**config.mk**
```make
export PLATFORM = sky130hd
export DESIGN_NAME = pc_sequencer_flat
export DESIGN_NICKNAME = d
export VERILOG_FILES = /design/src/rtl/pc_sequencer_if.sv /design/src/rtl/pc_sequencer.sv /design/src/flat_wrapper.sv
export SDC_FILE = /design/constraint.sdc
export NUM_CORES = 1
export LEC_CHECK = 0
export ABC_AREA = 0
export BUFFER_PORTS_ARGS = -buffer_cell sky130_fd_sc_hd__buf_2
export CORE_ASPECT_RATIO = 1.1
export CORE_MARGIN = 2
export CORE_UTILIZATION = 50
export CTS_CLUSTER_SIZE = 30
export DETAILED_ROUTE_END_ITERATION = 16
export PLACE_DENSITY = 0.87
export RECOVER_POWER = 100
export SYNTH_ARGS = -nofsm -noshare
export SYNTH_HDL_FRONTEND = slang
export SYNTH_SLANG_ARGS = --single-unit
```
**constraint.sdc**
```tcl
create_clock -name clk -period 2.16 [get_ports clk]
set_input_delay 0 -clock clk [delete_from_list [all_inputs] [get_ports clk]]
set_output_delay 0 -clock clk [all_outputs]
set_load 0.05 [all_outputs]
```
**src/rtl/pc_sequencer_if.sv**
```systemverilog
// Instruction-memory fetch handshake between the PC sequencer and imem.
//  imem_addr   fetch address driven by the sequencer
//  imem_valid  fetch request valid
//  imem_ready  imem accepts the current request
interface pc_sequencer_if #(
  parameter int unsigned ADDR_W = 32
) ();
  logic [ADDR_W-1:0] imem_addr;
  logic              imem_valid;
  logic              imem_ready;

  modport master (output imem_addr, output imem_valid, input imem_ready);
  modport slave  (input imem_addr, input imem_valid, output imem_ready);
endinterface

```
**src/rtl/pc_sequencer.sv**
```systemverilog
// Registered program counter / next-PC unit on the fetch side.
// Issues fetch addresses over a valid/ready handshake. Branch, jump and
// jump-register redirects are resolved in EX, flush the wrong-path fetch,
// and are held in pend_tgt while a fetch request is still outstanding.
//  clk, reset     clock (rising edge), asynchronous active-high reset
//  stall          hazard hold, blocks sequential pc+4 only
//  imem           fetch handshake (master side)
//  ex_*           EX-stage control-flow information
//  flush          kill the instruction in IF/ID (combinational pulse)
//  redirect       a redirect is taken this cycle (combinational pulse)
//  misalign_err   sticky, taken jump-reg with nonzero target [1:0]
//  taken_count    saturating count of taken redirects
module pc_sequencer #(
  parameter int unsigned       ADDR_W   = 32,
  parameter int unsigned       IMM_W    = 16,
  parameter int unsigned       JADDR_W  = 26,
  parameter logic [ADDR_W-1:0] RESET_PC = '0,
  parameter int unsigned       COUNT_W  = 16
) (
  input  logic                clk,
  input  logic                reset,
  input  logic                stall,
  pc_sequencer_if.master      imem,
  input  logic                ex_valid,
  input  logic [ADDR_W-1:0]   ex_pc,
  input  logic [1:0]          ex_pc_next,
  input  logic                ex_beq,
  input  logic                ex_bne,
  input  logic                ex_zero,
  input  logic [IMM_W-1:0]    ex_imm,
  input  logic [JADDR_W-1:0]  ex_jaddr,
  input  logic [ADDR_W-1:0]   ex_rs,
  output logic                flush,
  output logic                redirect,
  output logic                misalign_err,
  output logic [COUNT_W-1:0]  taken_count
);

  typedef enum logic [1:0] {IDLE, FETCH, PEND} state_t;

  state_t              state_q, state_n;
  logic [ADDR_W-1:0]   pc_q, pc_n;
  logic [ADDR_W-1:0]   pend_q, pend_n;
  logic [COUNT_W-1:0]  cnt_q, cnt_n;
  logic                mis_q, mis_n;
  logic                valid_q, valid_n;

  logic                is_j, is_jr, br_cond, take;
  logic [ADDR_W-1:0]   imm_sext, br_tgt, j_tgt, jr_tgt, target;

  // Redirect decode and target selection (jump-reg > jump > branch)
  assign is_j     = (ex_pc_next == 2'b01);
  assign is_jr    = (ex_pc_next == 2'b10);
  assign br_cond  = (ex_beq & ex_zero) | (ex_bne & ~ex_zero);
  assign take     = ex_valid & (br_cond | is_j | is_jr);

  assign imm_sext = {{(ADDR_W-IMM_W){ex_imm[IMM_W-1]}}, ex_imm};
  assign br_tgt   = ex_pc + ADDR_W'(4) + (imm_sext << 2);
  assign j_tgt    = {ex_pc[ADDR_W-1:JADDR_W+2], ex_jaddr, 2'b00};
  assign jr_tgt   = {ex_rs[ADDR_W-1:2], 2'b00};
  assign target   = is_jr ? jr_tgt : (is_j ? j_tgt : br_tgt);

  // State and datapath registers
  always_ff @(posedge clk or posedge reset) begin
    if (reset) begin
      state_q <= IDLE;
      pc_q    <= RESET_PC;
      pend_q  <= '0;
      cnt_q   <= '0;
      mis_q   <= 1'b0;
      valid_q <= 1'b0;
    end else begin
      state_q <= state_n;
      pc_q    <= pc_n;
      pend_q  <= pend_n;
      cnt_q   <= cnt_n;
      mis_q   <= mis_n;
      valid_q <= valid_n;
    end
  end

  // Next-state, next-PC and redirect pulses
  always_comb begin
    state_n  = state_q;
    pc_n     = pc_q;
    pend_n   = pend_q;
    cnt_n    = cnt_q;
    mis_n    = mis_q;
    flush    = 1'b0;
    redirect = 1'b0;

    if (take) begin
      // A take wins over stall and over an older pending target
      redirect = 1'b1;
      flush    = 1'b1;
      if (cnt_q != '1) cnt_n = cnt_q + COUNT_W'(1);
      if (is_jr && (ex_rs[1:0] != 2'b00)) mis_n = 1'b1;
      if ((state_q == IDLE) || imem.imem_ready) begin
        pc_n    = target;
        state_n = FETCH;
      end else begin
        pend_n  = target;
        state_n = PEND;
      end
    end else begin
      case (state_q)
        IDLE:  state_n = FETCH;
        FETCH: if (imem.imem_ready && !stall) pc_n = pc_q + ADDR_W'(4);
        PEND: begin
          // The beat returned now is wrong-path; kill it as we switch
          if (imem.imem_ready) begin
            pc_n    = pend_q;
            state_n = FETCH;
            flush   = 1'b1;
          end
        end
        default: state_n = IDLE;
      endcase
    end

    valid_n = (state_n != IDLE);
  end

  assign imem.imem_addr  = pc_q;
  assign imem.imem_valid = valid_q;
  assign misalign_err    = mis_q;
  assign taken_count     = cnt_q;

endmodule
```
**src/flat_wrapper.sv**
```systemverilog
// flat-port wrapper written by rule: the top's interface ports become plain ports
module pc_sequencer_flat 
#(
  parameter int unsigned       ADDR_W   = 32,
  parameter int unsigned       IMM_W    = 16,
  parameter int unsigned       JADDR_W  = 26,
  parameter logic [ADDR_W-1:0] RESET_PC = '0,
  parameter int unsigned       COUNT_W  = 16
)
  (clk, reset, stall, ex_valid, ex_pc, ex_pc_next, ex_beq, ex_bne, ex_zero, ex_imm, ex_jaddr, ex_rs, flush, redirect, misalign_err, taken_count, imem_imem_addr, imem_imem_valid, imem_imem_ready);
  pc_sequencer_if #(.ADDR_W(ADDR_W)) imem_i ();
  input  logic clk;
  input  logic reset;
  input  logic stall;
  input  logic ex_valid;
  input  logic [ADDR_W-1:0] ex_pc;
  input  logic [1:0] ex_pc_next;
  input  logic ex_beq;
  input  logic ex_bne;
  input  logic ex_zero;
  input  logic [IMM_W-1:0] ex_imm;
  input  logic [JADDR_W-1:0] ex_jaddr;
  input  logic [ADDR_W-1:0] ex_rs;
  output logic flush;
  output logic redirect;
  output logic misalign_err;
  output logic [COUNT_W-1:0] taken_count;
  output wire logic [$bits(imem_i.imem_addr)-1:0] imem_imem_addr;
  output wire logic [$bits(imem_i.imem_valid)-1:0] imem_imem_valid;
  input wire logic [$bits(imem_i.imem_ready)-1:0] imem_imem_ready;
  assign imem_imem_addr = imem_i.imem_addr;
  assign imem_imem_valid = imem_i.imem_valid;
  assign imem_i.imem_ready = imem_imem_ready;
  pc_sequencer #(.ADDR_W(ADDR_W), .IMM_W(IMM_W), .JADDR_W(JADDR_W), .RESET_PC(RESET_PC), .COUNT_W(COUNT_W)) u_core (.clk(clk), .reset(reset), .stall(stall), .imem(imem_i), .ex_valid(ex_valid), .ex_pc(ex_pc), .ex_pc_next(ex_pc_next), .ex_beq(ex_beq), .ex_bne(ex_bne), .ex_zero(ex_zero), .ex_imm(ex_imm), .ex_jaddr(ex_jaddr), .ex_rs(ex_rs), .flush(flush), .redirect(redirect), .misalign_err(misalign_err), .taken_count(taken_count));
endmodule
```
# Word-level counts from Yosys, hierarchy flattened

Index checks and enable logic that the tools add are counted.

Register bits: 84
Output and inout bits: 52
Logic and storage cells: 53

Multiplexer cells: 15
Reductions and logical operators: 12
Add/sub/neg operators: 4
Bitwise logic cells: 8
Eq/ne operators: 8

Operators by type and width:

| kind                                                                     | count |
|---|---|
| 32-bit two-way mux                                                       | 6 |
| 32-bit by 3-bit adder with 32-bit output (second input constant)         | 2 |
| 32-bit one-hot mux with 2 select lines                                   | 1 |
| 32-bit adder                                                             | 1 |
| 16-bit by 1-bit adder with 16-bit output (second input constant)         | 1 |
| 16-bit inequality test (second input constant)                           | 1 |
| 2-bit two-way mux                                                        | 3 |
| 2-bit one-hot mux with 3 select lines                                    | 1 |
| 2-bit AND reduction                                                      | 3 |
| 2-bit by 1-bit == test with 1-bit output (second input constant)         | 2 |
| 2-bit == test (second input constant)                                    | 2 |
| 1-bit two-way mux                                                        | 4 |
| 4-bit AND reduction                                                      | 1 |
| 2-bit nonzero test                                                       | 2 |
| 1-bit AND                                                                | 3 |
| 3-bit by 1-bit inequality test with 1-bit output (second input constant) | 1 |
| 3-bit by 2-bit inequality test with 1-bit output (second input constant) | 1 |
| 1-bit OR                                                                 | 3 |
| 3-bit nonzero test                                                       | 1 |
| 1-bit logical AND                                                        | 2 |
| 2-bit zero test                                                          | 1 |
| 2-bit inequality test (second input constant)                            | 1 |
| 1-bit inverter                                                           | 2 |
| 1-bit zero test                                                          | 1 |
| 1-bit logical OR                                                         | 1 |

# Longest topological paths before layout

Depth after elaboration: 8
Depth in mapped cells: 15
Gate-level depth less buffers: 15

# Worst setup path before layout

OpenSTA, ideal clock, no wires.

Kind: input -> register
From: input ex_pc[3]
To: register u_core.pend_q[31]
Arrival time: 2.680 ns
Stages: 13
Setup time: 0.133 ns
Path slack: -0.653 ns
Path through: ha_1 -> ha_1 -> fa_1 -> a211oi_1 -> o21bai_1 -> a21oi_2 -> a2111oi_4 -> o31ai_4 -> o21ai_2 -> xnor2_2 -> maj3_2 -> o22ai_2 -> o31ai_1

Word-level cells in the longest chain between the ends: 4

RTL lines:

| element                                  | RTL line           | RTL |
|---|---|---|
| from (decl)                              | flat_wrapper.sv:16 | `input logic [ADDR_W-1:0] ex_pc;` |
| 32-bit by 3-bit adder with 32-bit output | pc_sequencer.sv:58 | `assign br_tgt = ex_pc + ADDR_W'(4) + (imm_sext << 2);` |
| 32-bit adder                             | pc_sequencer.sv:58 |  |
| 32-bit two-way mux (2 in series)         | pc_sequencer.sv:61 | `assign target = is_jr ? jr_tgt : (is_j ? j_tgt : br_tgt);` |
| to (signal assigned)                     | pc_sequencer.sv:75 | `pend_q <= pend_n;` |
| to (decl)                                | pc_sequencer.sv:43 | `logic [ADDR_W-1:0] pend_q, pend_n;` |

No other way between the ends.
A chain may end at the register's enable or synchronous reset.

# Final worst setup path

From: input ex_pc[3]
To: register u_core.pend_q[21]

Same word-level chain as after synthesis.

==> results_tabular.tex <==
\begin{tabular}{lr}
\hline
Metric & Value \\
\hline
\multicolumn{2}{l}{\textbf{GRT}} \\
\quad Via count of the first global-routing pass & around 8100 \\
\quad First-pass GRT wire length & 38100 um \\
\quad Total global routing overflow & 0 \\
\quad Number of antenna violations at the first check in global routing & 0 \\
\quad Total routing usage reported by global routing & 0.316 \\
\quad Pin count of the biggest net entering global routing & 85 \\
\multicolumn{2}{l}{\textbf{Placed design}} \\
\quad Half-perimeter wire length after placement & 17200 um \\
\quad Post-Place Cells & $\sim$1300 \\
\quad Count of buffers from port buffering & 167 \\
\quad Routability cong. & approximately 0.97 \\
\quad Worst setup slack before clock tree synthesis & -0.687 ns \\
\multicolumn{2}{l}{\textbf{Timing}} \\
\quad Final hold violation count & 1 \\
\quad Final WS setup & -0.468 ns \\
\quad Shortest period the worst path allows & 2.63 ns \\
\quad Final count of negative-setup-slack endpoints & 42 \\
\quad Total count of max-transition violations in the final report & 0 \\
\quad Worst slew margin relative to its limit & 0.234 \\
\quad Clock Skews & $\sim$0.011 ns \\
\quad Max Clock Freq & approximately 0.38 GHz \\
\quad Tcrit/Tclk final & 1.22 \\
\quad Final Hold Slack & -0.0124 ns \\
\quad Pin slew with the least headroom to its limit & around 1.1 ns \\
\quad RSZ-0062 raised after global routing & true \\
\multicolumn{2}{l}{\textbf{Final layout}} \\
\quad Fraction of final layout cells with drive strength greater than 1 & 0.401 \\
\quad Antenna diode instance count & 0 \\
\quad Final net count & 1364 \\
\quad Finished Layout Cells & 1376 \\
\quad Layout area overhead & 52.0\% \\
\quad Post-route core utilization & 0.776 \\
\multicolumn{2}{l}{\textbf{Worst hold path}} \\
\quad Terminating pin of the worst hold path & u\_core.pend\_q[30] \\
\quad Worst Hold Launch & ex\_rs[30] \\
\quad Hold Path Stages & 3 \\
\quad Worst min path class & primary input to flip-flop \\
\multicolumn{2}{l}{\textbf{Clocking}} \\
\quad Insertion delay of the later-clocked pin in the worst-skew pair & between 0.3 and 0.4 ns \\
\quad Root Buffer Master & sky130\_fd\_sc\_hd\_\_clkbuf\_16 \\
\quad Num CTS Buffers & 9 \\
\quad Post-CTS clock slew at the launch and capture registers of the worst setup and hold paths & 0.06 ns \\
\quad Buffers from clock root to sink, at most & 2 \\
\quad Clk sinks & 84 \\
\quad Maximum level of the CTS H-tree & 3 \\
\quad Clock tree from TritonCTS & yes \\
\multicolumn{2}{l}{\textbf{Route}} \\
\quad Number of vias per cell after detailed routing & 6.42 \\
\quad Total routed wirelength & 29700 um \\
\quad DRT iter0 DRCs & 1057 \\
\quad Via count & 8830 \\
\quad ANT nets after route & 0 \\
\quad Iteration count of the initial detailed-routing pass & 6 \\
\quad Number of DRC violations after detailed routing & 0 \\
\quad Average wire length per cell after detail routing & between 20 and 25 um \\
\multicolumn{2}{l}{\textbf{Floorplan}} \\
\quad Effective utilization at floorplan & 0.510 \\
\quad Die outline area & roughly 15000 um\^{}2 \\
\quad Site Rows & 45 \\
\quad Num ports & 168 \\
\quad Die Y-Extent & 128 um \\
\quad Die W & 117 um \\
\quad Area of the placeable core & 13800 um\^{}2 \\
\multicolumn{2}{l}{\textbf{Worst setup path}} \\
\quad Critical Path Source Type & primary input \\
\quad Worst R2R End & u\_core.imem.imem\_addr[15] \\
\quad Critical R2R Launch & u\_core.state\_q[0] \\
\quad Depth of the worst register-to-register path & 8 \\
\quad Register-to-register setup slack & -0.16 ns \\
\quad Nature of the critical path endpoint & flip-flop \\
\quad Highest fanout seen on the critical path & 3 \\
\quad Type of the worst setup path & primary input to flip-flop \\
\quad Worst EP required & 2.43 ns \\
\quad Arrival time at the worst endpoint & 2.90 ns \\
\multicolumn{2}{l}{\textbf{Logic synthesis}} \\
\quad Post-synthesis cell count & around 870 \\
\quad Synth unique cells & 66 \\
\quad Synthesized flop and latch total & 84 \\
\quad Number of enable flip-flop cells after synthesis & 0 \\
\quad Warning count from the yosys run & 0 \\
\quad Net Count, Synth & 1053 \\
\quad Mean instance size in the synthesized netlist & 8.07 um\^{}2 \\
\quad Netlist area before placement & 7040 um\^{}2 \\
\quad Sequential cell area fraction in the yosys report & 0.299 \\
\quad Async S/R FF share, synth & 1.00 \\
\quad Primary FF master, synth & sky130\_fd\_sc\_hd\_\_dfrtp\_1 \\
\multicolumn{2}{l}{\textbf{Pwr}} \\
\quad Pwr dens & approximately 1000 nW/um\^{}2 \\
\quad Peak ir drop on the vdd network & 443 uV \\
\quad Leakage power total & 4.72 nW \\
\quad Power, Total & 10.7 mW \\
\multicolumn{2}{l}{\textbf{Outcome}} \\
\quad Outcome & finished, violations left \\
\quad Violations in the final reports & hold timing, setup timing \\
\multicolumn{2}{l}{\textbf{Run}} \\
\quad Max-cap violations & 0 \\
\hline
\end{tabular}
metal layers:
metal | track usage | part of all wire | wire length [um] | vias to the layer above
met4 | 0.140 | 0.077 | 2300 | 0
li1 | - | - | - | 3790
met5 | 0 | 0 | 0 | -
met1 | 0.401 | 0.35 | 10500 | 4036
met2 | 0.534 | 0.45 | 13500 | 765
met3 | 0.0443 | 0.11 | 3400 | 239
cell usage after synthesis, drive strengths merged (10+ instances only):
library cell / n / area share
a211oi: 12 / 0.013
a21o: 17 / 0.018
a21oi: 79 / 0.057
a31oi: 10 / 0.0089
and3: 12 / 0.011
buf: 10 / 0.0069
clkbuf: 32 / 0.017
dfrtp: 84 / 0.30
ha: 64 / 0.11
inv: 16 / 0.0085
mux2: 13 / 0.021
mux2i: 15 / 0.021
nand2: 123 / 0.066
nand3: 25 / 0.018
nand4: 12 / 0.011
nor2: 82 / 0.044
o21ai: 100 / 0.072
xnor2: 31 / 0.040
xor2: 24 / 0.030
where the power goes:
part / total (mW) / internal, mW / switching (mW)
Clock: 1.50 / 0.867 / 0.632
Sequential: 2.86 / 2.25 / 0.610
Combinational: 6.35 / 2.29 / 4.06
layout make-up:
type                    count  area, um^2
inverters                  17        70.1
flip-flops and latches     84        2120
clock inverters             4        22.5
clock buffers              12         267
repair buffers            342        2190
well taps                 188         235
fillers                   824        3090
multi-input cells         729        5800
worst max-delay path, stage by stage:
cell	delay (ns)
sky130_fd_sc_hd__buf_8	0.10
sky130_fd_sc_hd__ha_4	0.23
sky130_fd_sc_hd__ha_4	0.16
sky130_fd_sc_hd__fa_2	0.37
sky130_fd_sc_hd__a211oi_2	0.22
sky130_fd_sc_hd__o21bai_2	0.12
sky130_fd_sc_hd__buf_4	0.15
sky130_fd_sc_hd__a21o_1	0.19
sky130_fd_sc_hd__o31ai_4	0.27
sky130_fd_sc_hd__o21ai_2	0.11
sky130_fd_sc_hd__a21oi_1	0.23
sky130_fd_sc_hd__a211oi_1	0.10
sky130_fd_sc_hd__nor2_1	0.30
sky130_fd_sc_hd__o221ai_2	0.20
sky130_fd_sc_hd__o21ai_1	0.15
cell families (layout without fill, tap and decap cells):
family,Yosys count,in the layout,share of synthesized area
XOR/XNOR,55,55,0.0695
multiplexers,28,28,0.0421
adder cells (fa/ha/maj),66,66,0.118
AND/OR/NAND/NOR,288,288,0.179
buffers and inverters,59,375,0.0331
AO/OA/AOI/OAI,292,292,0.259
flip-flops,84,84,0.299
stage by stage:
step | setup TNS [ns] | area (um^2)
3_3_place_gp | -16.15 | 9550
2_1_floorplan | -3.28 | 7480
3_5_place_dp | -19.64 | 9550
5_1_grt | -12.36 | 10700
6_report | -7.05 | 10700
4_1_cts | -1.83 | 10100
registers in the layout, summed over array words and instances, names as in the netlist:
register,flops
u_core.taken_count,16
u_core.state_q,2
u_core.imem.imem_addr,32
u_core.misalign_err,1
u_core.imem.imem_valid,1
u_core.pend_q,32
worst max path at each step:
stage          startpoint                   endpoint  slack, ns  depth (start not counted)
3_5_place_dp   ex_imm[15]  u_core.imem.imem_addr[30]      -0.69                         14
5_1_grt          ex_pc[3]          u_core.pend_q[21]      -0.59                         15
3_3_place_gp   ex_imm[15]  u_core.imem.imem_addr[30]      -0.58                         14
2_1_floorplan    ex_pc[3]  u_core.imem.imem_addr[31]      -0.32                         13
4_1_cts          ex_pc[3]  u_core.imem.imem_addr[31]      -0.17                         14
6_report         ex_pc[3]          u_core.pend_q[21]      -0.47                         15
cell usage in the layout, fill, tap and decap left out, types with 7 or more instances in the layout:
master and instances:
sky130_fd_sc_hd__a211oi_1 10, sky130_fd_sc_hd__a21o_1 17, sky130_fd_sc_hd__a21oi_1 54, sky130_fd_sc_hd__a21oi_2 20
sky130_fd_sc_hd__a22oi_1 7, sky130_fd_sc_hd__a31oi_1 10, sky130_fd_sc_hd__and3_1 10, sky130_fd_sc_hd__buf_2 108
sky130_fd_sc_hd__buf_4 153, sky130_fd_sc_hd__buf_6 11, sky130_fd_sc_hd__clkbuf_1 54, sky130_fd_sc_hd__clkbuf_16 9
sky130_fd_sc_hd__dfrtp_1 69, sky130_fd_sc_hd__dfrtp_2 15, sky130_fd_sc_hd__ha_1 18, sky130_fd_sc_hd__ha_4 46
sky130_fd_sc_hd__inv_1 10, sky130_fd_sc_hd__mux2_2 7, sky130_fd_sc_hd__mux2i_1 15, sky130_fd_sc_hd__nand2_1 119
sky130_fd_sc_hd__nand3_1 23, sky130_fd_sc_hd__nand4_1 12, sky130_fd_sc_hd__nor2_1 74, sky130_fd_sc_hd__nor2_2 8
sky130_fd_sc_hd__nor3_1 7, sky130_fd_sc_hd__o211ai_1 8, sky130_fd_sc_hd__o21a_1 8, sky130_fd_sc_hd__o21ai_0 61
sky130_fd_sc_hd__o21ai_1 24, sky130_fd_sc_hd__o21ai_2 12, sky130_fd_sc_hd__xnor2_1 23, sky130_fd_sc_hd__xnor2_2 7
sky130_fd_sc_hd__xor2_1 22
timing repair:
| action | in CTS | in global routing |
|---|---|---|
| pin swaps | 28 | 73 |
| cloned | 0 | 0 |
| gates resized for setup | 46 | 119 |
| hold buffers | 6 | 0 |
| endpoints found under the hold margin | 89 | 0 |
| setup buffers | 9 | 10 |
| setup endpoints to repair | 31 | 48 |
Power figures use the tool's default switching activity.
